### config.mk
export PLATFORM = sky130hd
export DESIGN_NAME = fixed_accumulate
export DESIGN_NICKNAME = d
export VERILOG_FILES = /design/src/rtl/fixed_accumulate.sv
export SDC_FILE = /design/constraint.sdc
export NUM_CORES = 1
export LEC_CHECK = 0
export CAP_MARGIN = 20
export CORE_ASPECT_RATIO = 1.2
export CORE_MARGIN = 2
export CORE_UTILIZATION = 55
export DETAILED_ROUTE_END_ITERATION = 8
export DONT_BUFFER_PORTS = 1
export PLACE_DENSITY = 0.82
export SYNTH_ARGS = -nofsm -noshare
export SYNTH_HDL_FRONTEND = slang
export SYNTH_SLANG_ARGS = --single-unit
### constraint.sdc
create_clock -name clock -period 7.3 [get_ports clock]
set_input_delay 1.46 -clock clock [delete_from_list [all_inputs] [get_ports clock]]
set_output_delay 1.46 -clock clock [all_outputs]
set_load 0.05 [all_outputs]
### src/rtl/fixed_accumulate.sv
`default_nettype none
// ============================================================================
// Module   : fixed_accumulate
// Brief    : Sequential Q(wholeWidth).(fractionWidth) accumulator. Sums
//            termCount signed terms, one per calculate_en strobe, and presents
//            the registered total with a one-cycle sum_valid pulse.
// Option   : FIXED_ACCUMULATE_SATURATION_EN - when defined, the final total
//            is clamped to the signed W-bit range and overflow flags a clamp;
//            when undefined, sum wraps and overflow is tied low.
// Revision : 1.0 - initial release
// ============================================================================
module fixed_accumulate #(
  parameter int wholeWidth    = 16,
  parameter int fractionWidth = 16,
  parameter int termCount     = 8
) (
  input  logic                                  clock,
  input  logic                                  reset_n,
  input  logic                                  calculate_en,
  input  logic [wholeWidth+fractionWidth-1:0]   product,
  input  logic                                  clear,
  output logic [wholeWidth+fractionWidth-1:0]   sum,
  output logic                                  sum_valid,
  output logic                                  busy,
  output logic                                  overflow
);

  // Word width, guard bits and the widths derived from them.
  localparam int W  = wholeWidth + fractionWidth;
  localparam int G  = $clog2(termCount);
  localparam int AW = W + G;
  localparam int CW = G + 1;

  // Count value held when the next accepted term is the last one of a group.
  localparam logic [CW-1:0] LAST_CNT = CW'(termCount - 1);

  typedef enum logic [0:0] {
    ST_IDLE  = 1'b0,
    ST_ACCUM = 1'b1
  } state_t;

  state_t          state_q, state_d;
  logic [AW-1:0]   acc_q,   acc_d;
  logic [CW-1:0]   cnt_q,   cnt_d;
  logic [W-1:0]    sum_q,   sum_d;
  logic            valid_q, valid_d;
  logic            ovf_q,   ovf_d;

  // Sign-extended incoming term and the running total including it. All
  // terms share one binary point, so this is plain integer addition.
  logic [AW-1:0]   w_term_ext;
  logic [AW-1:0]   w_acc_sum;
  logic [W-1:0]    w_res_sum;
  logic            w_res_ovf;

  assign w_term_ext = {{G{product[W-1]}}, product};
  assign w_acc_sum  = acc_q + w_term_ext;

`ifdef FIXED_ACCUMULATE_SATURATION_EN
  // The total fits in W bits only when the guard bits and the W-bit sign
  // bit are all equal.
  logic [G:0]      w_top;
  logic            w_fits;

  assign w_top  = w_acc_sum[AW-1:W-1];
  assign w_fits = (&w_top) | ~(|w_top);

  // Clamp an out-of-range total towards the side indicated by its true sign.
  always_comb begin
    w_res_sum = w_acc_sum[W-1:0];
    w_res_ovf = 1'b0;
    if (!w_fits) begin
      w_res_ovf = 1'b1;
      if (w_acc_sum[AW-1]) begin
        w_res_sum = {1'b1, {(W-1){1'b0}}};
      end else begin
        w_res_sum = {1'b0, {(W-1){1'b1}}};
      end
    end
  end
`else
  // Wrap-around result: the guard bits are dropped and never flagged.
  logic            w_unused_hi;

  assign w_res_sum   = w_acc_sum[W-1:0];
  assign w_res_ovf   = 1'b0;
  assign w_unused_hi = ^w_acc_sum[AW-1:W];
`endif

  // State register: asynchronous reset returns every register to zero/IDLE.
  always_ff @(posedge clock or negedge reset_n) begin
    if (!reset_n) begin
      state_q <= ST_IDLE;
      acc_q   <= '0;
      cnt_q   <= '0;
      sum_q   <= '0;
      valid_q <= 1'b0;
      ovf_q   <= 1'b0;
    end else begin
      state_q <= state_d;
      acc_q   <= acc_d;
      cnt_q   <= cnt_d;
      sum_q   <= sum_d;
      valid_q <= valid_d;
      ovf_q   <= ovf_d;
    end
  end

  // Next-state logic: clear beats a strobe; the last term publishes the
  // result and returns to IDLE so a term on the following cycle starts anew.
  always_comb begin
    state_d = state_q;
    acc_d   = acc_q;
    cnt_d   = cnt_q;
    sum_d   = sum_q;
    ovf_d   = ovf_q;
    valid_d = 1'b0;

    if (clear) begin
      state_d = ST_IDLE;
      acc_d   = '0;
      cnt_d   = '0;
    end else if (calculate_en) begin
      case (state_q)
        ST_IDLE: begin
          acc_d   = w_term_ext;
          cnt_d   = CW'(1);
          state_d = ST_ACCUM;
        end
        ST_ACCUM: begin
          if (cnt_q == LAST_CNT) begin
            sum_d   = w_res_sum;
            ovf_d   = w_res_ovf;
            valid_d = 1'b1;
            acc_d   = '0;
            cnt_d   = '0;
            state_d = ST_IDLE;
          end else begin
            acc_d   = w_acc_sum;
            cnt_d   = cnt_q + CW'(1);
          end
        end
        default: begin
          state_d = ST_IDLE;
          acc_d   = '0;
          cnt_d   = '0;
        end
      endcase
    end
  end

  assign sum       = sum_q;
  assign sum_valid = valid_q;
  assign busy      = (state_q == ST_ACCUM);
  assign overflow  = ovf_q;

endmodule
`default_nettype wire

==> results of run 1 <==
[cell families after synthesis]
| family | share of synthesized area |
|---|---|
| muxes | 0.00995 |
| xor gates and xnor gates | 0.0617 |
| other | 0.000852 |
| AOI/OAI and AO/OA | 0.246 |
| buffers and inverters | 0.0378 |
| and+or+nand+nor | 0.150 |
| adders and majority gates | 0.0955 |
| DFF | 0.398 |
[through the flow]
stage	instance area [sq um]	worst slack [ns]	utilization	instances	total power, W
2_1_floorplan	4400	3.64	-	500	0.000609
3_3_place_gp	4420	3.32	0.573	564	0.000645
3_5_place_dp	4420	3.24	0.573	564	0.000651
4_1_cts	4640	3.60	0.602	580	0.00101
5_1_grt	4640	3.37	0.602	580	0.00106
6_report	4640	3.54	0.602	580	0.00101
[cells in the mapped netlist, types with 3 or more instances]
| master | count | share of area |
|---|---|---|
| a221oi_1 | 8 | 0.016 |
| o211ai_1 | 3 | 0.0051 |
| o311ai_0 | 3 | 0.0060 |
| nand2_1 | 83 | 0.071 |
| xnor2_1 | 21 | 0.042 |
| nand3_1 | 5 | 0.0057 |
| a22o_1 | 3 | 0.0060 |
| nor2_1 | 33 | 0.028 |
| clkbuf_1 | 22 | 0.019 |
| nor2b_1 | 3 | 0.0043 |
| a211oi_1 | 8 | 0.014 |
| o21ai_1 | 4 | 0.0045 |
| o21bai_1 | 5 | 0.0085 |
| a21oi_1 | 33 | 0.038 |
| a21o_1 | 19 | 0.032 |
| inv_1 | 9 | 0.0077 |
| buf_2 | 5 | 0.0057 |
| nand4_1 | 8 | 0.011 |
| dfrtp_1 | 70 | 0.40 |
| o21ai_0 | 48 | 0.055 |
| a31oi_1 | 4 | 0.0057 |
| xor2_1 | 10 | 0.020 |
| a222oi_1 | 4 | 0.0091 |
| a22oi_1 | 15 | 0.026 |
| nor3_1 | 11 | 0.013 |
| ha_1 | 32 | 0.091 |
| mux2_2 | 3 | 0.0077 |
| and3_1 | 3 | 0.0043 |
[final cells by class]
cell class	instances	area, sq um
clock inverter	7	103
tap	92	115
timing repair buffer	2	15.0
inverter	11	41.3
sequential	70	1750
multi-input combinational	389	2490
clock buffer	9	124
fill	671	3070
[flip-flops by register name, indices dropped and copies added, names as in the netlist]
signal and flops:
cnt_q 4, busy 1, sum_valid 1, acc_q 32
sum 32
[worst min-delay path by stage]
stage	startpoint	to	slack [ns]
global placement	acc_q[25]	acc_q[25]	0.50
global route	acc_q[18]	acc_q[18]	0.56
CTS	cnt_q[3]	cnt_q[3]	0.52
detailed placement	cnt_q[3]	cnt_q[3]	0.50
floorplan	cnt_q[3]	cnt_q[3]	0.46
finish	cnt_q[3]	cnt_q[3]	0.52
[worst max-delay path: stages]
cell and delay (ns):
ha_1 0.23, fa_1 0.43, a21o_1 0.21, a221oi_2 0.38, o21ai_0 0.25, a221oi_1 0.45
o21ai_0 0.23, xnor2_1 0.23, o21ai_0 0.12
[per-layer routing]
layer / vias to the layer above / wire length, um
li1: 1775 / -
met1: 1780 / 4600
met2: 114 / 5290
met3: 16 / 807
met4: 0 / 150
met5: - / 0
[power breakdown]
part | switching, W | internal (W)
Sequential | 0.0000126 | 0.000404
Clock | 0.000171 | 0.000197
Combinational | 0.000137 | 0.0000927
[cell usage in the layout, fill, tap and decap left out, types with 2 or more instances in the layout]
cell type,n
a31oi_1,4
inv_6,3
buf_4,2
a222oi_1,4
clkbuf_8,9
and3_1,3
nor2_1,32
o21a_1,2
bufinv_16,2
nand2b_1,2
a22oi_1,15
ha_1,32
mux2_2,3
clkinv_1,2
inv_1,9
nand4_1,8
o211ai_1,3
a22o_1,3
o311ai_0,3
nand3_1,5
nand2_1,83
a221oi_1,8
dfrtp_1,70
a21oi_1,33
o21bai_1,5
a211oi_1,8
xor2_1,10
o21ai_0,48
a21o_1,19
nor3_1,10
nor2b_1,3
xnor2_1,21
o31ai_1,2
o21ai_1,4
==> results.sh, run 1 <==
export IMPL_initial_core_util=0.571
export IMPL_syn_area_per_cell_sq_um=8.81
export IMPL_wl_per_cell_um=18.7
export IMPL_core_region_area_sq_mm=0.00771
export IMPL_dieHeight_um=102
export IMPL_met1_usage=0.326
export IMPL_min_path_type="reg2reg"
export IMPL_cts_buffers=9
export IMPL_fin_tns_setup_ns=0
export IMPL_holdPathStages=1
export IMPL_r2r_slack_ns=3.91
export IMPL_portBuffers=0
export IMPL_relSlewSlack=0.335
export IMPL_clkLatencyLatePin_ns=0.37
export IMPL_dieArea_sq_mm=0.00874
export IMPL_drc=0
export IMPL_powerDensity_mw_per_mm2=218
export IMPL_drt_wl_total_mm=10.8
export IMPL_r2r_cells=6
export IMPL_synth_edf_count=0
export IMPL_ctsRootBufferMaster="clkbuf_8"
export IMPL_crit_fanout=3
export IMPL_endpoint="sum[16]"
export IMPL_synth_ff_latch_count=70
export IMPL_max_freq_ghz=0.266
export IMPL_skew_ns=0.0132
export IMPL_die_w_um=85.7
export IMPL_timing_rr_start="busy"
export IMPL_ant_nets=0
export IMPL_antenna_cells=0
export IMPL_drt_iter0_markers=187
export IMPL_grt_total_usage=0.261
export IMPL_synthCells=500
export IMPL_rsz0062_at_grt="false"
export IMPL_drv_cap=0
export IMPL_seq_area_frac_synth=0.398
export IMPL_path_clk_slew_ns=0.09
export IMPL_ys_types=48
export IMPL_synth_ff_type="dfrtp_1"
export IMPL_via_per_inst=6.35
export IMPL_worst_ep_arrival_time_ns=3.98
export IMPL_grt_pass1_wl_mm=18.0
export IMPL_drv_slew=0
export IMPL_post_dp_hpwl_mm=7.89
export IMPL_critPathRequiredTime_ns=7.52
export IMPL_r2r_end="cnt_q[3]"
export IMPL_worst_pin_slew_ns=0.996
export IMPL_synthToLayoutAreaGrowth_pct=5.43
export IMPL_startpoint="product[0]"
export IMPL_h_tree_depth=3
export IMPL_rows=35
export IMPL_synth_area_sq_mm=0.00440
export IMPL_drive_gt1_frac=0.0594
export IMPL_hold_ws_ns=0.516
export IMPL_period_minus_slack_ns=3.76
export IMPL_hold_viol_final=0
export IMPL_leakage_nw=2.23
export IMPL_critPathKind="in2reg"
export IMPL_grt_pass1_vias=3665
export IMPL_cp_start_kind="input pin"
export IMPL_grt_overflow_total=0
export IMPL_yosys_warnings=0
export IMPL_post_cts_buffers=0
export IMPL_syn_nets=569
export IMPL_firstDrtPassIters=4
export IMPL_cts_sinks=70
export IMPL_async_reset_ff_frac=1.00
export IMPL_place_gp_congestion=0.907
export IMPL_ctsResizeCount=0
export IMPL_end_kind="flop"
export IMPL_cts_tree="done"
export IMPL_grt_busiest_layer="met2"
export IMPL_num_vias=3685
export IMPL_grt_max_degree=71
export IMPL_outcome="complete, no violations"
export IMPL_setup_violations=0
export IMPL_grtUsageMet2=0.443
export IMPL_cts_buffer_depth=2
export IMPL_ios=71
export IMPL_final_nets=552
export IMPL_ir_drop_mv=0.139
export IMPL_holdBufCountCts=0
export IMPL_gr_usage_met3=0.0792
export IMPL_fin_crit_sh=0.516
export IMPL_antenna_found_initial=0
Power figures use the tool's default switching activity.
==> inputs of run 2 (changes only) <==
--- a/config.mk
+++ b/config.mk
@@ -5,13 +5,14 @@
 export SDC_FILE = /design/constraint.sdc
 export NUM_CORES = 1
 export LEC_CHECK = 0
+export ABC_AREA = 1
 export CAP_MARGIN = 20
 export CORE_ASPECT_RATIO = 1.2
 export CORE_MARGIN = 2
 export CORE_UTILIZATION = 55
 export DETAILED_ROUTE_END_ITERATION = 8
 export DONT_BUFFER_PORTS = 1
-export PLACE_DENSITY = 0.82
+export PLACE_DENSITY = 0.85
 export SYNTH_ARGS = -nofsm -noshare
 export SYNTH_HDL_FRONTEND = slang
 export SYNTH_SLANG_ARGS = --single-unit
==> constraint.sdc (replaced) <==
create_clock -name clock -period 3.44 [get_ports clock]
set_input_delay 0.688 -clock clock [delete_from_list [all_inputs] [get_ports clock]]
set_output_delay 0.688 -clock clock [all_outputs]
set_load 0.05 [all_outputs]
==> run 2 against run 1 <==
Net effect: sequential share of layout area is 7.4 points lower; setup slack worse by 2.3 ns; synthesized cell count is 72% higher; critical path type is now reg2reg; largest power group unchanged.
==> results.sh, run 2 <==
export IMPL_grt_pass1_vias=5043
export IMPL_wl_per_cell_um=14.8
export IMPL_drt_iter0_markers=264
export IMPL_post_dp_hpwl_mm=11.1
export IMPL_ys_types=36
export IMPL_worst_pin_slew_ns=0.724
export IMPL_fin_crit_sh=0.642
export IMPL_drive_gt1_frac=0.0372
export IMPL_placed_area_sq_mm=0.00549
export IMPL_yosys_warnings=0
export IMPL_rsz0062_at_grt="false"
export IMPL_firstDrtPassIters=5
export IMPL_setup_violations=0
export IMPL_cts_buffer_depth=2
export IMPL_drt_wl_total_mm=14.6
export IMPL_grt_max_degree=71
export IMPL_cts_tree="done"
export IMPL_highest_layer="met4"
export IMPL_dieHeight_um=113
export IMPL_layout_commonest_cell="nand2_1"
export IMPL_drv_slew=0
export IMPL_finalWorstSetupSlack_ns=1.23
export IMPL_holdBufCountCts=0
export IMPL_synth_top_area_frac=0.324
export IMPL_final_cell_mix="nand2_1 (411), inv_1 (120), dfrtp_1 (70), nand3_1 (64), nor2_1 (42)"
export IMPL_ctsResizeCount=0
export IMPL_met1Wirelength_mm=5.86
export IMPL_fin_tns_setup_ns=0
export IMPL_yosys_top_cells_area="dfrtp_1 (32%), nand2_1 (29%), inv_1 (8.3%)"
export IMPL_ios=71
export IMPL_ctsRootBufferMaster="clkbuf_16"
export IMPL_drc=0
export IMPL_cpMostUsedCell="nand3_1"
export IMPL_num_vias=5156
export IMPL_max_stage_delay_ns=0.45
export IMPL_path_clk_slew_ns=0.06
export IMPL_cp_depth=12
export IMPL_synth_area_sq_mm=0.00540
export IMPL_postLayoutCellArea_sq_mm=0.00578
export IMPL_place_gp_congestion=0.987
export IMPL_syn_area_per_cell_sq_um=6.29
export IMPL_ir_drop_mv=0.251
export IMPL_antenna_found_initial=0
export IMPL_ant_nets=0
export IMPL_synthToLayoutAreaGrowth_pct=6.98
export IMPL_r2r_cells=12
export IMPL_cp_start_kind="flop"
export IMPL_async_reset_ff_frac=1.00
export IMPL_synth_top_cells_by_count="nand2_1 (411), inv_1 (120), dfrtp_1 (70)"
export IMPL_core_region_area_sq_mm=0.00952
export IMPL_crit_fanout=4
export IMPL_drv_cap=0
export IMPL_synth_ff_type="dfrtp_1"
export IMPL_skew_ns=0.00806
export IMPL_cpLargestDelayFamily="simple AND/OR/NAND/NOR gates"
export IMPL_path_cells="ha_1, fa_1, nand3_1, nand3_1, nand3_1, nand3_1, nand3_1, nand3_1, nand3_1, nand2_1, nand2_1, nand2_1"
export IMPL_leakage_nw=3.50
export IMPL_period_minus_slack_ns=2.21
export IMPL_cts_sinks=70
export IMPL_wl_met3_um=833
export IMPL_grt_pass1_wl_mm=24.1
export IMPL_place_ws_ns=0.934
export IMPL_synth_most_common_cell="nand2_1"
export IMPL_antenna_cells=0
export IMPL_yosys_area_top_type="dfrtp_1"
export IMPL_critPathSlowestCell="fa_1"
export IMPL_hold_viol_final=0
export IMPL_via_per_inst=5.24
export IMPL_instances_no_fill=984
export IMPL_critical_path_buf_inv_count=0
export IMPL_grt_total_usage=0.292
export IMPL_seq_area_frac_synth=0.324
export IMPL_dieArea_sq_mm=0.0106
export IMPL_cts_buffers=9
export IMPL_met2_length_mm=7.33
export IMPL_h_tree_depth=3
export IMPL_critPathKind="reg2reg"
export IMPL_critPathRequiredTime_ns=3.68
export IMPL_post_cts_buffers=0
export IMPL_die_w_um=94.4
export IMPL_initial_core_util=0.567
export IMPL_grt_overflow_total=0
export IMPL_max_freq_ghz=0.453
export IMPL_rows=39
export IMPL_synth_ff_latch_count=70
export IMPL_clkLatencyLatePin_ns=0.35
export IMPL_post_place_cells=968
export IMPL_synthCells=858
export IMPL_min_path_type="in2async"
export IMPL_relSlewSlack=0.517
export IMPL_outcome="complete, no violations"
export IMPL_worst_ep_arrival_time_ns=2.45
export IMPL_syn_nets=927
export IMPL_final_nets=925
export IMPL_powerDensity_mw_per_mm2=422
export IMPL_end_kind="flop"
export IMPL_synth_edf_count=0
export IMPL_portBuffers=0
==> run 2: worst paths after layout <==
path	slack, ns	startpoint	to
hold reg to reg	0.49	acc_q[22]	acc_q[22]
min in group clock	0.49	acc_q[22]	acc_q[22]
max in group asynchronous	3.30	reset_n	acc_q[21]
setup reg to reg	1.23	acc_q[0]	acc_q[20]
setup / recovery	1.23	acc_q[0]	acc_q[20]
hold / removal	0.03	reset_n	cnt_q[0]
==> run 2: layout make-up <==
class	instances	area (sq um)
fill	941	3740
inverter	123	462
clock inverter	7	61.3
sequential	70	1750
multi-input combinational	647	3080
clock buffer	9	225
tap	123	154
timing repair buffer	5	37.5
==> run 2: where the power goes <==
group / switching (W) / total [W] / internal (W)
sequential: 0.0000859 / 0.000953 / 0.000867
clock: 0.000413 / 0.000917 / 0.000503
combinational: 0.000378 / 0.000567 / 0.000189
total: 0.000877 / 0.00244 / 0.00156
==> run 2: metal layers <==
metal	GRT usage	vias up
li1	-	2639
met1	0.327	2326
met2	0.522	149
met3	0.0470	42
met4	0.157	0
met5	0	-
==> run 2: cell families (layout without fill, tap and decap cells) <==
group | count (synthesis) | count (layout) | synth area share
AOI/OAI and AO/OA | 59 | 59 | 0.0651
xor gates and xnor gates | 17 | 17 | 0.0276
adders and majority gates | 33 | 33 | 0.0779
buffers and inverters | 141 | 144 | 0.105
DFF | 70 | 70 | 0.324
other | 1 | 1 | 0.000695
and+or+nand+nor | 537 | 537 | 0.400
==> run 2: worst register-to-register path, stage by stage (launching register included) <==
cell and delay (ns):
dfrtp_1 0.38, ha_1 0.23, fa_1 0.45, nand3_1 0.11
nand3_1 0.15, nand3_1 0.11, nand3_1 0.12, nand3_1 0.18
nand3_1 0.11, nand3_1 0.10, nand2_1 0.05, nand2_1 0.05
nand2_1 0.05
==> run 2: through the flow <==
step	total power, W	hold slack [ns]	utilization
after floorplan	0.00140	0.392	-
after global routing	0.00257	0.0224	0.607
final	0.00244	0.0269	0.607
after CTS	0.00245	0.0248	0.607
after detailed placement	0.00153	0.395	0.577
after global placement	0.00152	0.394	0.577
